**src/rtl/hazard_scoreboard_ctrl.sv**
```systemverilog
// Decode-stage issue controller: per-register in-flight write scoreboard, RAW/saturation stall, branch squash.
// Optional macro WB_BYPASS_EN: a final writeback clears the hazard in the same cycle it arrives.
module hazard_scoreboard_ctrl #(
    parameter int REG_ADDR_W   = 5,
    parameter int NREGS        = 32,
    parameter int CNT_W        = 2,
    parameter int FLUSH_CYCLES = 2,
    parameter int PERF_W       = 32
) (
    input  logic                  clk,
    input  logic                  reset,
    input  logic                  id_valid_i,
    input  logic [REG_ADDR_W-1:0] id_rs0_i,
    input  logic [REG_ADDR_W-1:0] id_rs1_i,
    input  logic                  id_uses_rs0_i,
    input  logic                  id_uses_rs1_i,
    input  logic [REG_ADDR_W-1:0] id_rd_i,
    input  logic                  id_rf_we_i,
    input  logic                  wb_rf_we_i,
    input  logic [REG_ADDR_W-1:0] wb_waddr_i,
    input  logic                  ex_br_taken_i,
    output logic                  issue_o,
    output logic                  stall_o,
    output logic                  flush_o,
    output logic                  sb_err_o,
    output logic [PERF_W-1:0]     stall_cycles_o
);

    localparam int FC_W = $clog2(FLUSH_CYCLES + 1);
    localparam logic [CNT_W-1:0] CNT_MAX = {CNT_W{1'b1}};

    typedef enum logic {
        ST_RUN,
        ST_FLUSH
    } state_e;

    state_e            state_q;
    logic [FC_W-1:0]   fc_q;
    logic [CNT_W-1:0]  cnt_q [NREGS];
    logic [CNT_W-1:0]  cnt_d [NREGS];
    logic              sb_err_q;
    logic              sb_err_d;
    logic [PERF_W-1:0] stall_cycles_q;
    logic [PERF_W-1:0] stall_cycles_d;

    logic wb_clears_rs0;
    logic wb_clears_rs1;
    logic busy_rs0;
    logic busy_rs1;
    logic rd_full;
    logic haz;
    logic inc;
    logic dec;

    always_comb begin
`ifdef WB_BYPASS_EN
        wb_clears_rs0 = wb_rf_we_i && (wb_waddr_i == id_rs0_i) && (cnt_q[id_rs0_i] == CNT_W'(1));
        wb_clears_rs1 = wb_rf_we_i && (wb_waddr_i == id_rs1_i) && (cnt_q[id_rs1_i] == CNT_W'(1));
`else
        wb_clears_rs0 = 1'b0;
        wb_clears_rs1 = 1'b0;
`endif
        busy_rs0 = (id_rs0_i != '0) && (cnt_q[id_rs0_i] != '0) && !wb_clears_rs0;
        busy_rs1 = (id_rs1_i != '0) && (cnt_q[id_rs1_i] != '0) && !wb_clears_rs1;
        rd_full  = id_rf_we_i && (id_rd_i != '0) && (cnt_q[id_rd_i] == CNT_MAX);
        haz      = id_valid_i && ((id_uses_rs0_i && busy_rs0) || (id_uses_rs1_i && busy_rs1) || rd_full);
    end

    // NOTE: every output gets a default first so no path through the block infers a latch.
    always_comb begin
        issue_o = 1'b0;
        stall_o = 1'b0;
        flush_o = 1'b0;
        if (reset) begin
            if ((state_q == ST_FLUSH) || ex_br_taken_i) begin
                flush_o = 1'b1;
            end else begin
                issue_o = id_valid_i && !haz;
                stall_o = haz;
            end
        end
    end

    // An issue and a writeback to the same register cancel; an underflowing writeback is flagged.
    always_comb begin
        inc      = issue_o && id_rf_we_i && (id_rd_i != '0);
        dec      = wb_rf_we_i && (wb_waddr_i != '0);
        cnt_d    = cnt_q;
        sb_err_d = sb_err_q;
        if (inc && !(dec && (wb_waddr_i == id_rd_i))) begin
            cnt_d[id_rd_i] = cnt_q[id_rd_i] + CNT_W'(1);
        end
        if (dec) begin
            if (cnt_q[wb_waddr_i] == '0) begin
                sb_err_d = 1'b1;
            end else if (!(inc && (wb_waddr_i == id_rd_i))) begin
                cnt_d[wb_waddr_i] = cnt_q[wb_waddr_i] - CNT_W'(1);
            end
        end
        stall_cycles_d = stall_cycles_q;
        if (stall_o && (stall_cycles_q != '1)) begin
            stall_cycles_d = stall_cycles_q + PERF_W'(1);
        end
    end

    // NOTE: the counter array is cleared by reset because hazards are evaluated straight from it.
    always_ff @(posedge clk) begin
        if (!reset) begin
            cnt_q          <= '{default: '0};
            sb_err_q       <= 1'b0;
            stall_cycles_q <= '0;
        end else begin
            // NOTE: state is updated with non-blocking assignments so all flops see pre-edge values.
            cnt_q          <= cnt_d;
            sb_err_q       <= sb_err_d;
            stall_cycles_q <= stall_cycles_d;
        end
    end

    always_ff @(posedge clk) begin
        if (!reset) begin
            state_q <= ST_RUN;
            fc_q    <= '0;
        end else begin
            case (state_q)
                ST_RUN: begin
                    if (ex_br_taken_i && (FLUSH_CYCLES > 1)) begin
                        state_q <= ST_FLUSH;
                        fc_q    <= FC_W'(FLUSH_CYCLES - 1);
                    end
                end
                ST_FLUSH: begin
                    if (fc_q == FC_W'(1)) begin
                        state_q <= ST_RUN;
                    end
                    fc_q <= fc_q - FC_W'(1);
                end
                default: begin
                    state_q <= ST_RUN;
                    fc_q    <= '0;
                end
            endcase
        end
    end

    assign sb_err_o       = sb_err_q;
    assign stall_cycles_o = stall_cycles_q;

endmodule

```
**config.mk**
```make
export PLATFORM = sky130hd
export DESIGN_NAME = hazard_scoreboard_ctrl
export DESIGN_NICKNAME = d
export VERILOG_FILES = /design/src/rtl/hazard_scoreboard_ctrl.sv
export SDC_FILE = /design/constraint.sdc
export NUM_CORES = 1
export LEC_CHECK = 0
export BUFFER_PORTS_ARGS = -buffer_cell sky130_fd_sc_hd__buf_2
export CELL_PAD_IN_SITES_DETAIL_PLACEMENT = 1
export CELL_PAD_IN_SITES_GLOBAL_PLACEMENT = 1
export CORE_ASPECT_RATIO = 0.5
export CORE_UTILIZATION = 40
export DETAILED_ROUTE_END_ITERATION = 6
export PLACE_DENSITY_LB_ADDON = 0.1
export SKIP_CTS_REPAIR_TIMING = 1
export SLEW_MARGIN = 10
export SYNTH_ARGS = -nofsm -noshare
export SYNTH_HDL_FRONTEND = slang
export SYNTH_SLANG_ARGS = --single-unit
export TNS_END_PERCENT = 1
```
**constraint.sdc**
```tcl
create_clock -name clk -period 5.5 [get_ports clk]
set_clock_uncertainty 0.1 [all_clocks]
set_input_delay 0.275 -clock clk [delete_from_list [all_inputs] [get_ports clk]]
set_output_delay 0.275 -clock clk [all_outputs]
set_load 0.05 [all_outputs]
```
==> out/metrics.yaml <==
grt:
  grtUsageTotal: 0.3153
  grt_max_degree: 47
  top_usage_layer: "met2"
  grt-ovfl-total: 0
  use_met1: 0.4463
  grt_use_met2: 0.4629
  grt_use_met3: 0.1009
  antenna_found_initial: 3
  grt_pass1_vias: 7283
  grt_pass1_wl_um: 45350
logic_synthesis:
  synth-adder-area-share: 0.006788
  ys_warn_count: 0
  synth_xor_area_frac: 0.01069
  synth_top_family_by_area: "simple AND/OR/NAND/NOR gates"
  synth-seq-cells: 100
  netlist_area_sq_mm: 0.007373
  synth_ff_type: "dfxtp_1"
  synth.avg_cell_area_sq_um: 8.705
  synthMuxAreaShare: 0.1934
  async_reset_ff_frac: 0
  synthCells: 847
  synth_compound_area_frac: 0.2257
  synth_area_leader_cell: "dfxtp_1"
  synth_top_area_frac: 0.2715
  synth_simple_gate_area_frac: 0.2326
  synth_edf_count: 0
  seq_area_frac_synth: 0.2715
  yosys-top-cells-area: "dfxtp_1 (27%), mux4_2 (13%), mux2i_1 (6.5%)"
  synth_fp_nets: 879
  ys_types: 74
sta:
  whs_ps: 156.6
  setup_viol_count_final: 0
  finalMaxSlewViolations: 0
  layout_setup_ws_ps: 1215
  clock.fmax_mhz: 233.4
  finalCriticalPeriod_ps: 4285
  setup_tns_ps: 0
  post-route-period-util: 0.7790
  worst_pin_slew_ps: 1267
  rsz0062_at_grt: "no"
  maxSlewHeadroom: 0.1537
  hold_viol_final: 0
detailed_routing:
  drc: 0
  avgRoutedWirePerCell_um: 26.97
  routed_wl_um: 29720
  dr.pass1.iters: 5
  drt-vias-per-instance: 6.825
  ant_nets: 0
  vias: 7521
  drtIter0Drc: 937
placement:
  dpl.hpwl_um: 21010
  place_congestion: 0.9344
  port_buffers: 63
  place_ws_ps: 1232
clock_tree:
  clock_latency_ps: 350
  cts_buffers: 9
  cts_tree: "done"
  clk_pin_slew_ps: 80
  cts_root_buffer: "clkbuf_16"
  h-tree-depth: 3
  clk_path_buf_depth: 2
  cts.sinks: 100
floorplanning:
  dieArea_sq_mm: 0.01901
  pin_count: 64
  die_w_um: 194.0
  initial_core_util: 0.4166
  core_sq_mm: 0.01770
  core.rowCount: 34
  die_h_um: 98.01
pwr:
  power.density_mw_per_mm2: 201.0
  fin_total_pwr_mw: 1.615
  peakVddDrop_v: 0.0001388
  leakagePower_nw: 2.475
worst_setup_path:
  critical_path.max_fanout: 15
  crit_path_end_kind: "flip-flop"
  cp_data_arrival_time_ps: 4380
  cp.required_ps: 5600
  critPathLaunchType: "flip-flop"
  critPathKind: "reg2reg"
outcome:
  status: "finished clean"
cells_and_area:
  syn2layout_area_growth_pct: 8.994
  fin_nets: 892
  layout_commonest_cell: "dfxtp_1"
  fin_util: 0.4541
  drive_gt1_frac: 0.2000
  final_cell_mix: "dfxtp_1 (100), nand2_1 (77), buf_2 (63)"
job:
  max_cap_viol_count: 0
min_path:
  worst_hold_path_type: "in2reg"
[per-stage QoR]
stage               instance area, sq um  instances
floorplan                           7373        847
CTS                                 8029       1099
detailed placement                  7727       1083
finish                              8036       1102
global route                        8031       1100
global placement                    7727       1083
[logic make-up after synthesis]
family / count (synthesis)
AO/OA/AOI/OAI: 226
XOR/XNOR: 9
adder cells (fa/ha/maj): 4
buffers and inverters: 98
flip-flops: 100
multiplexers: 90
AND/OR/NAND/NOR: 320
[power breakdown]
part | internal (mW) | switching (mW) | total [mW] | leakage [nW]
Combinational | 0.0580 | 0.151 | 0.209 | 1.53
Clock | 0.359 | 0.318 | 0.677 | 0.137
Sequential | 0.726 | 0.00285 | 0.729 | 0.806
Total | 1.14 | 0.472 | 1.61 | 2.47
[state kept, by name, indices dropped and copies added (netlist names)]
signal	flops
cnt_q	64
stall_cycles_o	32
fc_q	2
sb_err_o	1
state_q	1
[cells in the mapped netlist (7+ instances only)]
| cell | n |
|---|---|
| o31ai_1 | 35 |
| o21ai_0 | 31 |
| nand4_1 | 12 |
| inv_1 | 25 |
| a221oi_1 | 18 |
| a221oi_2 | 10 |
| nor4_1 | 21 |
| dfxtp_1 | 100 |
| o211ai_1 | 10 |
| nand2_1 | 77 |
| a22oi_1 | 8 |
| nand3_1 | 23 |
| or3_1 | 17 |
| a31oi_1 | 7 |
| nor3_1 | 21 |
| nor2b_1 | 8 |
| and3_1 | 8 |
| clkbuf_1 | 41 |
| buf_1 | 12 |
| buf_2 | 10 |
| nand2b_1 | 17 |
| and2_1 | 13 |
| nor2_1 | 54 |
| or4_1 | 16 |
| a21oi_1 | 59 |
| mux2i_1 | 48 |
| mux4_2 | 42 |
[final cells by class]
type,count,area [sq um]
clock buffers,10,229.0
repair buffers,74,397.9
diodes,3,7.507
multi-input cells,649,4937
well taps,234,292.8
inverters,26,97.59
fillers,2098,9661
flip-flops and latches,100,2002
clock inverters,6,72.57
[metal layers]
metal,vias up,wire length (um),share of wire
li1,3294,-,-
met1,3780,13190,0.44
met2,394,12470,0.42
met3,51,3455,0.12
met4,2,595,0.020
met5,-,8,0.00027
[path summary, 6_finish.rpt]
check                                 end  slack (ps)  depth (start not counted)     startpoint
worst max-delay path            cnt_q[14]        1220                          8      cnt_q[48]
worst max register to register  cnt_q[14]        1220                          8      cnt_q[48]
worst min register to register   sb_err_o         390                          2       sb_err_o
worst min-delay path              fc_q[1]         160                          4  ex_br_taken_i
[worst max-delay path, stage by stage, from the launching register on]
cell,delay [ps]
dfxtp_1,490
nor2_1,160
mux4_2,520
a221o_1,360
a311o_1,450
o211a_1,350
a211oi_4,930
and2_1,580
a221oi_1,190
(Power assumes the default switching activity.)
